--- config.mk ---
export PLATFORM = sky130hd
export DESIGN_NAME = operand_fetch_flat
export DESIGN_NICKNAME = d
export VERILOG_FILES = /design/src/rtl/operand_fetch_if.sv /design/src/rtl/operand_fetch.sv /design/src/flat_wrapper.sv
export SDC_FILE = /design/constraint.sdc
export NUM_CORES = 1
export LEC_CHECK = 0
export BUFFER_PORTS_ARGS = -buffer_cell sky130_fd_sc_hd__buf_2
export CORE_MARGIN = 2
export CORE_UTILIZATION = 35
export CTS_CLUSTER_SIZE = 12
export DETAILED_ROUTE_END_ITERATION = 8
export SLEW_MARGIN = 20
export SYNTH_ARGS = -nofsm -noshare
export SYNTH_HDL_FRONTEND = slang
export SYNTH_SLANG_ARGS = --single-unit
--- constraint.sdc ---
create_clock -name clk -period 2.45 [get_ports clk]
set_input_delay 0 -clock clk [delete_from_list [all_inputs] [get_ports clk]]
set_output_delay 0 -clock clk [all_outputs]
set_load 0.02 [all_outputs]
--- src/rtl/operand_fetch_if.sv ---
// Operand-fetch stage bundle: issue request, writeback port,
// flag update and the registered operand outputs to the ALU.
interface operand_fetch_if #(
  parameter int DATA_WIDTH = 16,
  parameter int ADDR_WIDTH = 3
);
  logic                  Issue;
  logic                  Stall;
  logic [ADDR_WIDTH-1:0] Rs_A;
  logic [ADDR_WIDTH-1:0] Rs_B;
  logic [ADDR_WIDTH-1:0] Rd_In;
  logic [2:0]            Op_In;
  logic                  Wr_En;
  logic [ADDR_WIDTH-1:0] Wr_Addr;
  logic [DATA_WIDTH-1:0] Wr_Data;
  logic                  Flag_En;
  logic                  Carry_In;
  logic                  Zero_In;
  logic [DATA_WIDTH-1:0] A;
  logic [DATA_WIDTH-1:0] B;
  logic [2:0]            ALU_Code;
  logic [ADDR_WIDTH-1:0] Rd_Out;
  logic                  Op_Valid;
  logic                  Carry_Flag;
  logic                  Zero_Flag;

  modport master (
    output Issue, Stall, Rs_A, Rs_B, Rd_In, Op_In,
    output Wr_En, Wr_Addr, Wr_Data,
    output Flag_En, Carry_In, Zero_In,
    input  A, B, ALU_Code, Rd_Out, Op_Valid,
    input  Carry_Flag, Zero_Flag
  );

  modport slave (
    input  Issue, Stall, Rs_A, Rs_B, Rd_In, Op_In,
    input  Wr_En, Wr_Addr, Wr_Data,
    input  Flag_En, Carry_In, Zero_In,
    output A, B, ALU_Code, Rd_Out, Op_Valid,
    output Carry_Flag, Zero_Flag
  );
endinterface

--- src/rtl/operand_fetch.sv ---
// Operand fetch: 8x16 register file with write bypass, flags and
// a one-deep pipeline register feeding the ALU.
module operand_fetch #(
  parameter int DATA_WIDTH = 16,
  parameter int ADDR_WIDTH = 3
) (
  input logic clk,
  input logic rst_n,
  operand_fetch_if.slave bus
);
  localparam int NREG = 1 << ADDR_WIDTH;

  typedef struct packed {
    logic                  valid;
    logic [ADDR_WIDTH-1:0] rd;
    logic [2:0]            code;
    logic [DATA_WIDTH-1:0] b;
    logic [DATA_WIDTH-1:0] a;
  } of_ex_t;

  logic [DATA_WIDTH-1:0] rf_q [NREG];
  logic [DATA_WIDTH-1:0] src_a;
  logic [DATA_WIDTH-1:0] src_b;
  of_ex_t                pipe_d;
  of_ex_t                pipe_q;
  logic                  carry_d;
  logic                  carry_q;
  logic                  zero_d;
  logic                  zero_q;
  logic                  wr_ok;

  // R0 is never written, so the write path excludes it entirely
  assign wr_ok = bus.Wr_En && (bus.Wr_Addr != '0);

  always_comb begin
    src_a = rf_q[bus.Rs_A];
    if (bus.Rs_A == '0)
      src_a = '0;
    else if (wr_ok && (bus.Wr_Addr == bus.Rs_A))
      src_a = bus.Wr_Data;
  end

  always_comb begin
    src_b = rf_q[bus.Rs_B];
    if (bus.Rs_B == '0)
      src_b = '0;
    else if (wr_ok && (bus.Wr_Addr == bus.Rs_B))
      src_b = bus.Wr_Data;
  end

  always_comb begin
    pipe_d = pipe_q;
    if (!bus.Stall) begin
      if (bus.Issue) begin
        pipe_d.a     = src_a;
        pipe_d.b     = src_b;
        pipe_d.code  = bus.Op_In;
        pipe_d.rd    = bus.Rd_In;
        pipe_d.valid = 1'b1;
      end else begin
        pipe_d.valid = 1'b0;
      end
    end
  end

  always_comb begin
    carry_d = carry_q;
    zero_d  = zero_q;
    if (bus.Flag_En) begin
      carry_d = bus.Carry_In;
      zero_d  = bus.Zero_In;
    end
  end

  always_ff @(posedge clk or negedge rst_n) begin
    if (!rst_n) begin
      for (int i = 0; i < NREG; i++)
        rf_q[i] <= '0;
    end else if (wr_ok) begin
      rf_q[bus.Wr_Addr] <= bus.Wr_Data;
    end
  end

  always_ff @(posedge clk or negedge rst_n) begin
    if (!rst_n) begin
      pipe_q  <= '0;
      carry_q <= 1'b0;
      zero_q  <= 1'b0;
    end else begin
      pipe_q  <= pipe_d;
      carry_q <= carry_d;
      zero_q  <= zero_d;
    end
  end

  assign bus.A          = pipe_q.a;
  assign bus.B          = pipe_q.b;
  assign bus.ALU_Code   = pipe_q.code;
  assign bus.Rd_Out     = pipe_q.rd;
  assign bus.Op_Valid   = pipe_q.valid;
  assign bus.Carry_Flag = carry_q;
  assign bus.Zero_Flag  = zero_q;
endmodule
--- src/flat_wrapper.sv ---
// flat-port wrapper written by rule: the top's interface ports become plain ports
module operand_fetch_flat 
#(
  parameter int DATA_WIDTH = 16,
  parameter int ADDR_WIDTH = 3
)
  (clk, rst_n, bus_Issue, bus_Stall, bus_Rs_A, bus_Rs_B, bus_Rd_In, bus_Op_In, bus_Wr_En, bus_Wr_Addr, bus_Wr_Data, bus_Flag_En, bus_Carry_In, bus_Zero_In, bus_A, bus_B, bus_ALU_Code, bus_Rd_Out, bus_Op_Valid, bus_Carry_Flag, bus_Zero_Flag);
  operand_fetch_if #(.DATA_WIDTH(DATA_WIDTH), .ADDR_WIDTH(ADDR_WIDTH)) bus_i ();
  input logic clk;
  input logic rst_n;
  input wire logic [$bits(bus_i.Issue)-1:0] bus_Issue;
  input wire logic [$bits(bus_i.Stall)-1:0] bus_Stall;
  input wire logic [$bits(bus_i.Rs_A)-1:0] bus_Rs_A;
  input wire logic [$bits(bus_i.Rs_B)-1:0] bus_Rs_B;
  input wire logic [$bits(bus_i.Rd_In)-1:0] bus_Rd_In;
  input wire logic [$bits(bus_i.Op_In)-1:0] bus_Op_In;
  input wire logic [$bits(bus_i.Wr_En)-1:0] bus_Wr_En;
  input wire logic [$bits(bus_i.Wr_Addr)-1:0] bus_Wr_Addr;
  input wire logic [$bits(bus_i.Wr_Data)-1:0] bus_Wr_Data;
  input wire logic [$bits(bus_i.Flag_En)-1:0] bus_Flag_En;
  input wire logic [$bits(bus_i.Carry_In)-1:0] bus_Carry_In;
  input wire logic [$bits(bus_i.Zero_In)-1:0] bus_Zero_In;
  output wire logic [$bits(bus_i.A)-1:0] bus_A;
  output wire logic [$bits(bus_i.B)-1:0] bus_B;
  output wire logic [$bits(bus_i.ALU_Code)-1:0] bus_ALU_Code;
  output wire logic [$bits(bus_i.Rd_Out)-1:0] bus_Rd_Out;
  output wire logic [$bits(bus_i.Op_Valid)-1:0] bus_Op_Valid;
  output wire logic [$bits(bus_i.Carry_Flag)-1:0] bus_Carry_Flag;
  output wire logic [$bits(bus_i.Zero_Flag)-1:0] bus_Zero_Flag;
  assign bus_i.Issue = bus_Issue;
  assign bus_i.Stall = bus_Stall;
  assign bus_i.Rs_A = bus_Rs_A;
  assign bus_i.Rs_B = bus_Rs_B;
  assign bus_i.Rd_In = bus_Rd_In;
  assign bus_i.Op_In = bus_Op_In;
  assign bus_i.Wr_En = bus_Wr_En;
  assign bus_i.Wr_Addr = bus_Wr_Addr;
  assign bus_i.Wr_Data = bus_Wr_Data;
  assign bus_i.Flag_En = bus_Flag_En;
  assign bus_i.Carry_In = bus_Carry_In;
  assign bus_i.Zero_In = bus_Zero_In;
  assign bus_A = bus_i.A;
  assign bus_B = bus_i.B;
  assign bus_ALU_Code = bus_i.ALU_Code;
  assign bus_Rd_Out = bus_i.Rd_Out;
  assign bus_Op_Valid = bus_i.Op_Valid;
  assign bus_Carry_Flag = bus_i.Carry_Flag;
  assign bus_Zero_Flag = bus_i.Zero_Flag;
  operand_fetch #(.DATA_WIDTH(DATA_WIDTH), .ADDR_WIDTH(ADDR_WIDTH)) u_core (.clk(clk), .rst_n(rst_n), .bus(bus_i));
endmodule
; ---- Word-level counts from Yosys, hierarchy flattened
; Index checks and enable logic that the tools add are counted.
[classes]
multipliers = 0
n_addsub = 0
eq_ne = 2
n_mux = 14
shifts = 0
magnitude_cmp = 4
n_reduce_logical = 8
div_mod_pow = 0
bitwise_logic = 4
[op_table]
columns = op, count
row1 = $mux 16, 9
row2 = $bwmux 128, 1
row3 = $bmux 16 s3, 2
row4 = $demux 16 s3, 1
row5 = $ge 4x4->1 const B, 3
row6 = $not 3->4, 3
row7 = $eq 3x3->1, 2
row8 = $logic_not 3->1, 2
row9 = $logic_and 1x1->1, 4
row10 = $lt 4x1->1 const B, 1
row11 = $reduce_bool 3->1, 1
row12 = $reduce_and 2->1, 1
row13 = $mux 1, 1
row14 = $not 1->1, 1
[word_totals]
reg_bits = 169
mem_count = 0
romBits = 0
inputBits = 39
elab_cells = 47
latchBits = 0
out_inout_bits = 41
ramBits = 0

; ---- Longest topological paths before layout
[depth]
word_depth = 6
depth_mapped = 6
mapped_depth_nobuf = 4

; ---- Worst setup path after synthesis
; Ideal clock, no wire load.
[synth_timing]
path_kind = register to register
start = register u_core.rf_q[14] in the netlist's numbering
end = register u_core.pipe_q (netlist bit u_core.bus.A[14])
path_buffers = 0
arrival_ps = 1495
path_stages_with_launch = 5
setup_time_ps = 121
slack_ps = 835
period_less_slack_ps = 1615
path_cell_list = dfrtp_1 -> mux4_2 -> mux2_2 -> mux2_2 -> a22o_1
[synth_via]
elab_chain_len = 5
[synth_lines]
columns = item, line_no
row1 = start: declaration, operand_fetch.sv:21  ; logic [DATA_WIDTH-1:0] rf_q [NREG];
row2 = start signal: indexed assignment, operand_fetch.sv:80  ; rf_q[bus.Wr_Addr] <= bus.Wr_Data;
row3 = $bmux 16 s3, operand_fetch.sv:36  ; src_a = rf_q[bus.Rs_A];
row4 = $mux 16 (not written as such) (2 in series), operand_fetch.sv:36
row5 = $mux 16, operand_fetch.sv:39  ; else if (wr_ok && (bus.Wr_Addr == bus.Rs_A))
row6 = $mux 16, operand_fetch.sv:37  ; if (bus.Rs_A == '0)
row7 = end signal: assignment, operand_fetch.sv:90  ; pipe_q <= pipe_d;
row8 = end: declaration, operand_fetch.sv:25  ; of_ex_t pipe_q;
; No other way between the ends. The select of a mux whose other input is x is not followed.
; A chain may end at the register's enable or synchronous reset.

; ---- Worst setup path in the final report
[layout_timing]
start = register u_core.rf_q[94] in the netlist's numbering
end = register u_core.pipe_q (netlist bit u_core.bus.A[14])
; Same word-level chain as after synthesis.

==> impl_metrics.yaml <==
run_status:
  status: "completed"
floorplan:
  placeableCoreArea_um2: 22780
  die_x_um: 156.7
  start_util_pct: 35.83
  boundaryPins: 80
  placementRows: 55
  design.die.area_um2: 24560
  die_h_um: 156.7
route:
  detailedRoute.firstIterationViolations: 427
  detail-route-antenna-nets: 0
  avgViaCountPerCell: 5.424
  drt_wl_total_um: 21460
  dr.pass1.iters: 7
  wl_per_cell_um: 20.75
  count_of_vias_placed_by_the_detailed_router: 5608
  drc: 0
clocking:
  cts_buffer_depth: 2
  tritoncts.num_buffers: 17
  cts.root.buffer_cell: "clkbuf_16"
  tritoncts: "done"
  post_cts.resized_instances: 0
  htree_num_levels: 4
  clk_transition_reported_paths_ps: 60
  clk-insertion-delay-late_ps: 430
  cts_sinks: 169
setup_path:
  cp_slowest_stage_delay_ps: 460
  cp_slowest_cell: "mux4_2"
  crit_required_ps: 2760
  arrival_ps: 2020
  timing.critical_path.buf_inv: 0
  setup.worst_path.start_class: "flip-flop"
  cp_top_family: "multiplexers"
  critical_path_class: "reg -> reg"
  cp_cell_sequence: "mux4_2, mux2_2, mux2_2, a22o_1"
  critical_path_peak_fanout: 3
  end_kind: "flip-flop"
  critical_path.most_common_cell: "mux2_2"
sta:
  finalMaxSlewViolations: 0
  slew-limit-headroom_pct: 53.45
  hold_viol: 0
  clock.fmax_mhz: 584.0
  skew_final_ps: 7.430
  timing.final.crit_share_pct: 69.89
  slew_of_the_pin_with_the_lowest_slew_margin_ps: 694.5
  tns_ps: 0
  rsz0062_at_grt: "no"
  setup_viol: 0
  period_minus_slack_ps: 1712
  worst_slack_ps: 737.7
synth:
  postSynth.asyncResetShare_pct: 100.0
  postSynth.topFlopCell: "dfrtp_1"
  yosys_warnings: 0
  synthTopCellsByArea: "dfrtp_1, mux4_2, mux2_2, nand2_1, mux2i_1"
  synth_largest_area_cell: "dfrtp_1"
  synth.avg_cell_area_um2: 13.36
  syn-num-nets: 650
  number_of_instances_in_the_synthesized_netlist: 611
  ys_types: 25
  synthDominantCellAreaShare_pct: 51.82
  number_of_flops_mapped_to_enable_cells_by_yosys: 0
  synth_sequential_area_ratio_pct: 51.82
  synth.cell_area_um2: 8162
  post_synthesis_register_bit_count: 169
placed_design:
  routabilityCongestion: 0.7724
  detailedPlacementHpwl_um: 14140
  place_worst_setup_slack_ps: 692.8
  dp_cells: 968
  count_of_buffers_inserted_at_the_top_level_ports: 79
global_route:
  track_usage_pct: 18.38
  gr-total-overflow: 0
  grt_antenna_before_repair: 0
  grt_pass1_wl_um: 34260
  maximum_number_of_pins_on_one_net_before_global_route_repair: 63
  first_global_vias: 5954
layout:
  antenna_cells: 0
  final_nets: 747
  number_of_non_filler_instances_in_the_completed_layout: 1034
  layout.cells.most_common_list: "dfrtp_1, nand2_1, buf_2, mux2_2, mux4_2"
  utilization_pct: 43.27
  synthToLayoutAreaGrowth_pct: 20.77
  drive_above_1_share_pct: 38.00
  fillerInstances: 2077
  final_common_cell: "dfrtp_1"
hold_path:
  min_path_type: "in -> reg"
pwr:
  p_leak_uw: 0.004381
  power.density_cell_area_nw_per_um2: 814.0
  ir_drop_v: 0.0004901
run:
  drv_cap: 0
-- path summary, 6_finish.rpt --
path	slack, ps	startpoint	end	cells after the start
min reg2reg	400	u_core.rf_q[114]	u_core.rf_q[114]	0
min	40	bus_Issue	u_core.bus.B[2]	3
max reg2reg	740	u_core.rf_q[94]	u_core.bus.A[14]	4
max in group asynchronous	1550	rst_n	u_core.rf_q[34]	3
min in group asynchronous	90	rst_n	u_core.rf_q[101]	2
max	740	u_core.rf_q[94]	u_core.bus.A[14]	4
-- kinds of logic (layout without fill, tap and decap cells) --
| kind of cell | after synthesis | count (layout) | share of synthesized area [%] |
|---|---|---|---|
| AND/OR/NAND/NOR | 112 | 112 | 5.964 |
| flip-flops | 169 | 169 | 51.82 |
| AO/OA/AOI/OAI | 87 | 87 | 6.837 |
| buffers and inverters | 73 | 183 | 3.740 |
| multiplexers | 164 | 164 | 31.00 |
| XOR/XNOR | 6 | 6 | 0.6439 |
-- cells in the mapped netlist, types with 3 or more instances --
master	number
a32oi_1	6
buf_1	3
buf_2	19
clkbuf_1	37
dfrtp_1	169
inv_1	12
mux2_2	70
mux2i_1	30
mux4_2	64
nand2_1	95
nand2b_1	3
nand4b_1	3
o21ai_0	54
o221ai_1	24
xor2_1	6
-- metrics by stage --
step / area (um2) / total power (uW) / hold slack, ps
2_1_floorplan: 8162 / 4823 / -295.6
3_3_place_gp: 8945 / 5351 / -6.812
3_5_place_dp: 8945 / 5452 / 4.800
4_1_cts: 9857 / 8104 / 17.60
5_1_grt: 9857 / 8430 / 43.84
6_report: 9857 / 8024 / 38.29
-- registers in the layout, indices dropped and copies added (netlist names) --
name and count:
u_core.rf_q 128, u_core.bus.A 16, u_core.bus.B 16, u_core.bus.ALU_Code 3, u_core.bus.Rd_Out 3, u_core.bus.Carry_Flag 1
u_core.bus.Op_Valid 1, u_core.bus.Zero_Flag 1
-- worst reg2reg max path: stages, from the launching register on --
cell,delay [ps]
dfrtp_1,410
mux4_2,460
mux2_2,270
mux2_2,260
a22o_1,200
-- per-layer routing --
layer	GRT usage (%)	wire length [um]	share of wire (%)
met1	24.51	9391	44
met2	30.83	10670	50
met3	2.935	1016	4.7
met4	5.810	384	1.8
met5	0	0	0
-- where the power goes --
| part | switching, uW | internal, uW | leakage (uW) |
|---|---|---|---|
| registers | 401 | 3320 | 0.00212 |
| clock network | 1120 | 1470 | 0.000275 |
| logic | 813 | 905 | 0.00199 |
| total | 2330 | 5690 | 0.00438 |
-- repair_timing --
action	CTS	global route
hold endpoints to repair	170	0
hold buffers	34	0
buffers inserted	0	0
setup endpoints to repair	0	0
-- cell type report --
cell class	count	area, um2	share of cell area [%]
multi-input combinational	369	3657	37.10
clock buffer	21	460.4	4.671
sequential	169	4229	42.90
tap	313	391.6	3.973
inverter	12	45.04	0.4570
timing repair buffer	139	962.2	9.761
clock inverter	11	111.4	1.130
(Power assumes the default switching activity.)
